$ cat src/rtl/uart_imem_loader_pkg.sv
// Shared constants for the UART instruction-memory loader: main and RX state
// encodings plus the UART frame shape.
package uart_imem_loader_pkg;

   localparam logic [2:0] IDLE   = 3'd0;
   localparam logic [2:0] CNT_LO = 3'd1;
   localparam logic [2:0] CNT_HI = 3'd2;
   localparam logic [2:0] DATA   = 3'd3;
   localparam logic [2:0] DONE   = 3'd4;
   localparam logic [2:0] ERR    = 3'd5;

   localparam logic [1:0] R_IDLE  = 2'd0;
   localparam logic [1:0] R_START = 2'd1;
   localparam logic [1:0] R_DATA  = 2'd2;
   localparam logic [1:0] R_STOP  = 2'd3;

   localparam int UART_DATA_BITS = 8;
   localparam int UART_STOP_BITS = 1;

endpackage

$ cat src/rtl/uart_imem_loader_if.sv
// Instruction-memory write port: the loader is the master, the memory the slave.
interface uart_imem_loader_if #(
   parameter int ADDR_W = 14
);
   logic              we;
   logic [ADDR_W-1:0] addr;
   logic [31:0]       wdata;

   modport master (output we, addr, wdata);
   modport slave  (input  we, addr, wdata);
endinterface

$ cat src/rtl/uart_imem_loader_uart_rx_byte.sv
// 8N1 UART byte receiver: 2-flop synchronizer, mid-bit sampling down-counter,
// one-cycle byte_valid / frame_err pulses.
module uart_rx_byte
   import uart_imem_loader_pkg::*;
#(
   parameter int CLKS_PER_BIT = 868
) (
   input  logic       clk,
   input  logic       rst,
   input  logic       uart_rx,
   output logic       byte_valid,
   output logic [7:0] rx_byte,
   output logic       frame_err
);
   localparam int            TW      = $clog2(CLKS_PER_BIT);
   localparam logic [TW-1:0] FULL_LD = TW'(CLKS_PER_BIT - 1);
   localparam logic [TW-1:0] HALF_LD = TW'(CLKS_PER_BIT / 2 - 1);

   if (CLKS_PER_BIT < 4 || UART_STOP_BITS != 1) begin : g_bad_cfg
      $error("uart_rx_byte: unsupported configuration");
   end

   logic          sync1_q, sync2_q, prev_q;
   logic [1:0]    rstate_q, rstate_d;
   logic [TW-1:0] timer_q, timer_d;
   logic [2:0]    bit_idx_q, bit_idx_d;
   logic [7:0]    shreg_q, shreg_d;
   logic          valid_q, valid_d, ferr_q, ferr_d;
   logic          tick;

   assign tick = (timer_q == '0);

   always_comb begin
      rstate_d  = rstate_q;
      timer_d   = tick ? timer_q : timer_q - 1'b1;
      bit_idx_d = bit_idx_q;
      shreg_d   = shreg_q;
      valid_d   = 1'b0;
      ferr_d    = 1'b0;
      case (rstate_q)
         R_IDLE: if (prev_q && !sync2_q) begin
            rstate_d = R_START;
            timer_d  = HALF_LD;
         end
         R_START: if (tick) begin
            if (sync2_q) begin
               rstate_d = R_IDLE;
            end else begin
               rstate_d  = R_DATA;
               timer_d   = FULL_LD;
               bit_idx_d = '0;
            end
         end
         R_DATA: if (tick) begin
            shreg_d   = {sync2_q, shreg_q[7:1]};
            timer_d   = FULL_LD;
            bit_idx_d = bit_idx_q + 3'd1;
            if (bit_idx_q == 3'(UART_DATA_BITS - 1)) rstate_d = R_STOP;
         end
         default: if (tick) begin
            valid_d  = sync2_q;
            ferr_d   = !sync2_q;
            rstate_d = R_IDLE;
         end
      endcase
   end

   // Sync flops reset high so reset release never looks like a start bit.
   always_ff @(posedge clk or posedge rst) begin
      if (rst) begin
         sync1_q   <= 1'b1;
         sync2_q   <= 1'b1;
         prev_q    <= 1'b1;
         rstate_q  <= R_IDLE;
         timer_q   <= '0;
         bit_idx_q <= '0;
         shreg_q   <= '0;
         valid_q   <= 1'b0;
         ferr_q    <= 1'b0;
      end else begin
         sync1_q   <= uart_rx;
         sync2_q   <= sync1_q;
         prev_q    <= sync2_q;
         rstate_q  <= rstate_d;
         timer_q   <= timer_d;
         bit_idx_q <= bit_idx_d;
         shreg_q   <= shreg_d;
         valid_q   <= valid_d;
         ferr_q    <= ferr_d;
      end
   end

   assign byte_valid = valid_q;
   assign rx_byte    = shreg_q;
   assign frame_err  = ferr_q;

endmodule

$ cat src/rtl/uart_imem_loader.sv
// Loads a length-prefixed program from UART into instruction memory while
// holding the CPU in reset; releases the CPU only after a complete load.
module uart_imem_loader
   import uart_imem_loader_pkg::*;
#(
   parameter int CLKS_PER_BIT = 868,
   parameter int ADDR_W       = 14,
   parameter int MAX_WORDS    = 16384
) (
   input  logic               clk,
   input  logic               rst,
   input  logic               start,
   input  logic               uart_rx,
   uart_imem_loader_if.master imem,
   output logic               cpu_hold,
   output logic               busy,
   output logic               done,
   output logic               err
);
   localparam logic [16:0] MAX_N = 17'(MAX_WORDS);

   logic        byte_valid, frame_err;
   logic [7:0]  rx_byte;
   logic        start_s1_q, start_s2_q, start_prev_q, start_edge;
   logic [2:0]  state_q, state_d;
   logic [15:0] count_q, count_d, n_rx;
   logic [16:0] word_cnt_q, word_cnt_d;
   logic [1:0]  byte_idx_q, byte_idx_d;
   logic [31:0] word_q, word_d, wdata_q, wdata_d;
   logic        we_q, we_d, hold_q, hold_d, done_q, done_d, err_q, err_d;
   logic [ADDR_W-1:0] addr_q, addr_d;

   uart_rx_byte #(.CLKS_PER_BIT(CLKS_PER_BIT)) u_rx (
      .clk        (clk),
      .rst        (rst),
      .uart_rx    (uart_rx),
      .byte_valid (byte_valid),
      .rx_byte    (rx_byte),
      .frame_err  (frame_err)
   );

   assign start_edge = start_s2_q && !start_prev_q;
   assign n_rx       = {rx_byte, count_q[7:0]};

   always_comb begin
      state_d    = state_q;
      count_d    = count_q;
      word_cnt_d = word_cnt_q;
      byte_idx_d = byte_idx_q;
      word_d     = word_q;
      we_d       = 1'b0;
      addr_d     = addr_q;
      wdata_d    = wdata_q;
      hold_d     = hold_q;
      done_d     = done_q;
      err_d      = err_q;
      case (state_q)
         CNT_LO: if (byte_valid) begin
            count_d[7:0] = rx_byte;
            state_d      = CNT_HI;
         end
         CNT_HI: if (byte_valid) begin
            count_d[15:8] = rx_byte;
            if (n_rx == '0) begin
               state_d = DONE;
               done_d  = 1'b1;
               hold_d  = 1'b0;
            end else if ({1'b0, n_rx} > MAX_N) begin
               state_d = ERR;
               err_d   = 1'b1;
            end else begin
               state_d    = DATA;
               word_cnt_d = '0;
               byte_idx_d = '0;
            end
         end
         DATA: begin
            if (byte_valid) begin
               word_d[{byte_idx_q, 3'b000} +: 8] = rx_byte;
               byte_idx_d = byte_idx_q + 2'd1;
               if (byte_idx_q == 2'd3) begin
                  we_d    = 1'b1;
                  wdata_d = {rx_byte, word_q[23:0]};
                  addr_d  = ADDR_W'(word_cnt_q);
               end
            end
            // Address holds at the last written word; only the counter advances.
            if (we_q) begin
               word_cnt_d = word_cnt_q + 17'd1;
               if (word_cnt_d == {1'b0, count_q}) begin
                  state_d = DONE;
                  done_d  = 1'b1;
                  hold_d  = 1'b0;
               end
            end
         end
         default: if (start_edge) begin
            state_d = CNT_LO;
            hold_d  = 1'b1;
            done_d  = 1'b0;
            err_d   = 1'b0;
            addr_d  = '0;
         end
      endcase
      if (frame_err && (state_q == CNT_LO || state_q == CNT_HI || state_q == DATA)) begin
         state_d = ERR;
         err_d   = 1'b1;
         hold_d  = 1'b1;
         we_d    = 1'b0;
      end
   end

   always_ff @(posedge clk or posedge rst) begin
      if (rst) begin
         start_s1_q   <= 1'b0;
         start_s2_q   <= 1'b0;
         start_prev_q <= 1'b0;
         state_q      <= IDLE;
         count_q      <= '0;
         word_cnt_q   <= '0;
         byte_idx_q   <= '0;
         word_q       <= '0;
         we_q         <= 1'b0;
         addr_q       <= '0;
         wdata_q      <= '0;
         hold_q       <= 1'b0;
         done_q       <= 1'b0;
         err_q        <= 1'b0;
      end else begin
         start_s1_q   <= start;
         start_s2_q   <= start_s1_q;
         start_prev_q <= start_s2_q;
         state_q      <= state_d;
         count_q      <= count_d;
         word_cnt_q   <= word_cnt_d;
         byte_idx_q   <= byte_idx_d;
         word_q       <= word_d;
         we_q         <= we_d;
         addr_q       <= addr_d;
         wdata_q      <= wdata_d;
         hold_q       <= hold_d;
         done_q       <= done_d;
         err_q        <= err_d;
      end
   end

   assign imem.we    = we_q;
   assign imem.addr  = addr_q;
   assign imem.wdata = wdata_q;
   assign cpu_hold   = hold_q;
   assign busy       = (state_q == CNT_LO) || (state_q == CNT_HI) || (state_q == DATA);
   assign done       = done_q;
   assign err        = err_q;

endmodule

$ cat src/flat_wrapper.sv
// flat-port wrapper written by rule: the top's interface ports become plain ports
module uart_imem_loader_flat import uart_imem_loader_pkg::*;
#(
   parameter int CLKS_PER_BIT = 868,
   parameter int ADDR_W       = 14,
   parameter int MAX_WORDS    = 16384
)
  (clk, rst, start, uart_rx, cpu_hold, busy, done, err, imem_we, imem_addr, imem_wdata);
  uart_imem_loader_if #(.ADDR_W(ADDR_W)) imem_i ();
  input  logic clk;
  input  logic rst;
  input  logic start;
  input  logic uart_rx;
  output logic cpu_hold;
  output logic busy;
  output logic done;
  output logic err;
  output wire logic [$bits(imem_i.we)-1:0] imem_we;
  output wire logic [$bits(imem_i.addr)-1:0] imem_addr;
  output wire logic [$bits(imem_i.wdata)-1:0] imem_wdata;
  assign imem_we = imem_i.we;
  assign imem_addr = imem_i.addr;
  assign imem_wdata = imem_i.wdata;
  uart_imem_loader #(.CLKS_PER_BIT(CLKS_PER_BIT), .ADDR_W(ADDR_W), .MAX_WORDS(MAX_WORDS)) u_core (.clk(clk), .rst(rst), .start(start), .uart_rx(uart_rx), .imem(imem_i), .cpu_hold(cpu_hold), .busy(busy), .done(done), .err(err));
endmodule
$ cat config.mk
export PLATFORM = sky130hd
export DESIGN_NAME = uart_imem_loader_flat
export DESIGN_NICKNAME = d
export VERILOG_FILES = /design/src/rtl/uart_imem_loader_pkg.sv /design/src/rtl/uart_imem_loader_if.sv /design/src/rtl/uart_imem_loader_uart_rx_byte.sv /design/src/rtl/uart_imem_loader.sv /design/src/flat_wrapper.sv
export SDC_FILE = /design/constraint.sdc
export NUM_CORES = 1
export LEC_CHECK = 0
export ABC_AREA = 1
export CAP_MARGIN = 5
export CELL_PAD_IN_SITES_DETAIL_PLACEMENT = 0
export CELL_PAD_IN_SITES_GLOBAL_PLACEMENT = 1
export CORE_ASPECT_RATIO = 0.75
export CORE_MARGIN = 2
export CORE_UTILIZATION = 40
export CTS_CLUSTER_SIZE = 40
export DETAILED_ROUTE_END_ITERATION = 12
export PLACE_DENSITY_LB_ADDON = 0.1
export SYNTH_ARGS = -nofsm -noshare
export SYNTH_HDL_FRONTEND = slang
export SYNTH_SLANG_ARGS = --single-unit
$ cat constraint.sdc
create_clock -name clk -period 5.05 [get_ports clk]
set_clock_uncertainty 0.05 [all_clocks]
set_input_delay 1.2625 -clock clk [delete_from_list [all_inputs] [get_ports clk]]
set_output_delay 1.2625 -clock clk [all_outputs]
set_load 0.05 [all_outputs]
# --- Word-level counts from Yosys, hierarchy flattened ---
# Index checks and enable logic that the tools add are counted.
# W data, S select, Z words.
classes:
  add_sub_neg: 5
  magnitude_cmp: 1
  n_eq_ne: 30
  n_shift: 2
  mux: 67
  bitwise_logic: 2
  n_reduce_logical: 35
op_table:
  columns: ["op", "count"]
  rows:
  - ["$mux W17", 4]
  - ["$mux W10", 5]
  - ["$mux W14", 3]
  - ["$pmux W17 S2", 1]
  - ["$mux W3", 11]
  - ["$bwmux W32", 1]
  - ["$shift A8 B7 Y32 const A", 1]
  - ["$shiftx A8 B7 Y32", 1]
  - ["$pmux W10 S3", 1]
  - ["$pmux W14 S2", 1]
  - ["$reduce_and A5 Y1", 5]
  - ["$mux W1", 23]
  - ["$mux W2", 10]
  - ["$ne A2 B2 Y1 const B", 10]
  - ["$add A17 B1 Y17 const B", 1]
  - ["$eq A17 B16 Y1", 1]
  - ["$gt A16 B15 Y1 const B", 1]
  - ["$logic_not A16 Y1", 1]
  - ["$ne A3 B2 Y1 const B", 4]
  - ["$reduce_and A6 Y1", 2]
  - ["$logic_not A10 Y1", 1]
  - ["$ne A2 B1 Y1 const B", 5]
  - ["$sub A10 B1 Y10 const B", 1]
  - ["$ne A3 B3 Y1 const B", 3]
  - ["other kinds (28)", 45]
totals:
  register_bits: 151
  in_bits: 4
  out_inout_bits: 51
  elab_cells: 166

# --- Longest topological paths before layout ---
logic_depth:
  word_depth: 6
  ltp_mapped: 17
  ltp_nobuf: 17

# --- By module ---
# From an unflattened synthesis, not the netlist that was laid out.
unflattened:
  cells_unflattened: 851
  area_unflattened_um2: 6929.1
by_module_without_submodules:
  columns: ["module", "instances", "cells_per_inst", "area_per_inst_um2", "seq_area_each_um2"]
  rows:
  - ["uart_imem_loader", 1, 686, 5514.0, 2877.8]
  - ["uart_rx_byte", 1, 165, 1415.1, 704.4]

# --- Worst setup path before layout ---
# OpenSTA, ideal clock, no wires.
synth_path:
  path_kind: "register to output"
  startpoint: "register u_core.state_q[2]"
  endpoint: "output port busy"
  arrival_time_ns: 0.966
  t_required_ns: 3.738
  slack_ns: 2.772
  path_stages_with_launch: 4
  path_buffers: 0
  cell_sequence: "dfrtp_1 -> nor2_4 -> nor2_1 -> inv_1"
synth_between:
  elab_chain_len: 3
  word_cells_on_any_way: 5
  cone_classes: "eq/ne: 3; reduce/logical: 2"
synth_lines:
  columns: ["item", "line", "source"]
  rows:
  - ["start: declaration", "uart_imem_loader.sv:25", "logic [2:0] state_q, state_d;"]
  - ["start signal: assignment", "uart_imem_loader.sv:133", "state_q <= state_d;"]
  - ["$eq A3 B1 Y1 / $eq A3 B2 Y1 (equally long branches)", "uart_imem_loader.sv:151", "assign busy = (state_q == CNT_LO) || (state_q == CNT_HI) || (state_q == DATA);"]
  - ["$logic_or A1 B1 Y1", "uart_imem_loader.sv:151", null]
  - ["$logic_or A1 B1 Y1 *", "uart_imem_loader.sv:151", null]
  - ["end: declaration", "flat_wrapper.sv:15", "output logic busy;"]
# Every way passes the cells marked *; elsewhere a longest branch is shown, timed or not.

# --- Worst setup path in the final report ---
layout_path:
  startpoint: "register u_core.state_q[0]"
  endpoint: "output port busy"
# Same word-level chain as after synthesis.

==> impl_metrics.env <==
export IMPL_grt_max_degree=79
export IMPL_yosys_mux_area_fraction=0
export IMPL_synth_top_area_frac=0.501
export IMPL_synth_edf_count=0
export IMPL_cts_root_buf="clkbuf_16"
export IMPL_synth_cells=849
export IMPL_swShare=0.332
export IMPL_antenna_cells=0
export IMPL_hold_path_class="register to register"
export IMPL_power_frac_comb=0.179
export IMPL_grt_overflow=0
export IMPL_synth_fp_nets=863
export IMPL_synth_seq_cells=143
export IMPL_num_vias=5783
export IMPL_post_route_period_util=0.660
export IMPL_seq_power_share=0.414
export IMPL_finalSetupViolations=0
export IMPL_post_cts_resized=0
export IMPL_synth_xor_area_share=0.00948
export IMPL_post_route_min_period_ns=3.33
export IMPL_worst_setup_path_type="register to primary output"
export IMPL_drt_iter0_drc=340
export IMPL_max_vdd_ir_drop_mv=0.171
export IMPL_p_clk_frac=0.407
export IMPL_fp_row_count=41
export IMPL_gp_congestion=0.872
export IMPL_clock_sinks=143
export IMPL_final_cell_area_um2=8390
export IMPL_final_hold_viol_count=0
export IMPL_totalWireLength_um=18000
export IMPL_postCtsHoldBufs=0
export IMPL_syn2layout_area_growth_pct=20.0
export IMPL_avgRoutedWirePerCell_um=15.6
export IMPL_final_cell_mix="nand2_1, dfrtp_1, inv_1, o21ai_0, nand3_1"
export IMPL_postLayoutCoreUtil=0.494
export IMPL_placed_area_um2=7780
export IMPL_crit_arrival_ns=2.02
export IMPL_slew_violations=0
export IMPL_drive_gt1_frac=0.0901
export IMPL_cts_buffers=17
export IMPL_synth_top_family_by_area="simple AND/OR/NAND/NOR gates"
export IMPL_endpoint_kind="primary output"
export IMPL_pwr_density_cell_nw_per_um2=369
export IMPL_die_height_um=119
export IMPL_async_reset_ff_frac=1.00
export IMPL_synth_flop_cell="dfrtp_1"
export IMPL_die_area_um2=18600
export IMPL_pin_count=55
export IMPL_vias_per_cell=5.00
export IMPL_cts_buffer_depth=2
export IMPL_antenna_found_initial=0
export IMPL_syn_area_per_cell_um2=8.24
export IMPL_final_common_cell="nand2_1"
export IMPL_postRouteAntennaNets=0
export IMPL_cts_tree="yes"
export IMPL_tightest_slew_ns=1.06
export IMPL_synth_compound_area_frac=0.123
export IMPL_clock_latency_ns=0.42
export IMPL_leakage_uw=0.00382
export IMPL_synth_adder_area_share=0.0179
export IMPL_internal_power_uw=2070
export IMPL_yosys_area_share_simple=0.253
export IMPL_setup_tns_ns=0
export IMPL_fin_nets=922
export IMPL_yosysWarnings=0
export IMPL_seq_area_frac_synth=0.512
export IMPL_port_buffers=54
export IMPL_core_area_um2=17000
export IMPL_drt_pass1_iterations=5
export IMPL_synth_top_cell_by_area="dfrtp_1"
export IMPL_crit_fanout=4
export IMPL_synth_cell_types=41
export IMPL_rsz0062_at_grt="false"
export IMPL_synth_area_leaders="dfrtp_1, nand2_1, inv_1, o21ai_0, nand3_1"
export IMPL_cts_setup_buffers=0
export IMPL_fp_dieW_um=157
export IMPL_critPathLaunchType="register"
export IMPL_outcome="complete, no violations"
export IMPL_htreeDepth=4
export IMPL_dpl_hpwl_um=13100
export IMPL_grt_pass1_vias=5544
export IMPL_required_ns=3.74
export IMPL_max_freq_mhz=300
export IMPL_drc_errors=0
export IMPL_relSlewSlack=0.293
export IMPL_path_clk_slew_ns=0.07
export IMPL_mappedNetlistArea_um2=7000
export IMPL_cap_violations=0
export IMPL_p_switching_uw=1030
export IMPL_track_usage=0.207
export IMPL_grt_pass1_wl_um=29700
export IMPL_start_util=0.412
-- cell usage after synthesis, types with 3 or more instances --
master	n
o21ai_0	91
o22ai_1	26
nand3_1	79
nand2_2	9
inv_1	126
xor2_1	4
nand2_1	190
nand3_2	3
dfrtp_1	140
nor2_2	8
buf_2	10
clkbuf_1	7
nand4_1	17
o21ai_1	10
nor3_1	8
ha_1	10
dfstp_2	3
nor2_4	6
inv_2	8
a21oi_1	13
nor2_1	52
-- state kept, by name, summed over array words and instances (netlist names), 2 cells and up --
name and flops:
u_core.count_q 16, u_core.u_rx.rstate_q 2, u_core.u_rx.timer_q 10, u_core.imem.wdata 32
u_core.byte_idx_q 2, u_core.word_cnt_q 17, u_core.u_rx.rx_byte 8, u_core.state_q 3
u_core.word_q 24, u_core.imem.addr 14, u_core.u_rx.bit_idx_q 3
-- worst max-delay path, stage by stage, from the launching register on --
cell and delay (ns):
dfrtp_1 0.40, inv_2 0.10, nor2_1 0.14, nor2_1 0.08, inv_1 0.09, clkdlybuf4s50_1 0.81
-- layout make-up --
cell class | instances | area [um2]
fillers | 1623 | 8590
flip-flops and latches | 143 | 3580
multi-input cells | 553 | 2820
repair buffers | 59 | 578
inverters | 134 | 507
clock buffers | 17 | 425
well taps | 236 | 295
clock inverters | 15 | 185
-- layer usage --
layer  GRT usage  vias up  part of all wire
li1            -     2908                 -
met1       0.325     2764              0.54
met2       0.287      100              0.42
met3      0.0480       11             0.038
met4      0.0442        0            0.0063
met5           0        -                 0
-- worst paths after layout --
kind / slack (ns) / cells past startpoint / start / end
max: 1.72 / 5 / u_core.state_q[0] / busy
max reg2reg: 2.03 / 9 / u_core.u_rx.timer_q[0] / u_core.u_rx.timer_q[2]
min: 0.31 / 0 / u_core.u_rx.sync1_q / u_core.u_rx.sync2_q
min in group asynchronous: 1.01 / 2 / rst / u_core.u_rx.timer_q[4]
max in group asynchronous: 2.92 / 3 / rst / u_core.word_q[20]
min reg2reg: 0.31 / 0 / u_core.u_rx.sync1_q / u_core.u_rx.sync2_q
-- metrics by stage --
step           total power (uW)  instances  worst slack [ns]  hold WS (ns)
6_report                   3100       1157              1.72         0.307
5_1_grt                    3260       1157              1.61         0.311
4_1_cts                    3130       1157              1.69         0.308
3_5_place_dp               1860       1125              2.09         0.296
3_3_place_gp               1850       1125              2.18         0.298
2_1_floorplan              1720        849              1.95         0.281
-- power groups by stage --
stage          Combinational (uW)  Clock (uW)  Sequential [uW]
5_1_grt                       626        1340             1290
4_1_cts                       556        1290             1280
2_1_floorplan                 407           0             1310
3_5_place_dp                  555           0             1300
3_3_place_gp                  556           0             1300
6_report                      555        1260             1280
-- cell families (layout without fill, tap and decap cells) --
logic type,count (synthesis),in the layout
and+or+nand+nor,382,382
adders and majority gates,10,10
xor gates and xnor gates,6,6
AOI/OAI and AO/OA,155,155
DFF,143,143
buffers and inverters,153,225
Note: power is estimated with default switching activity, not from simulation.
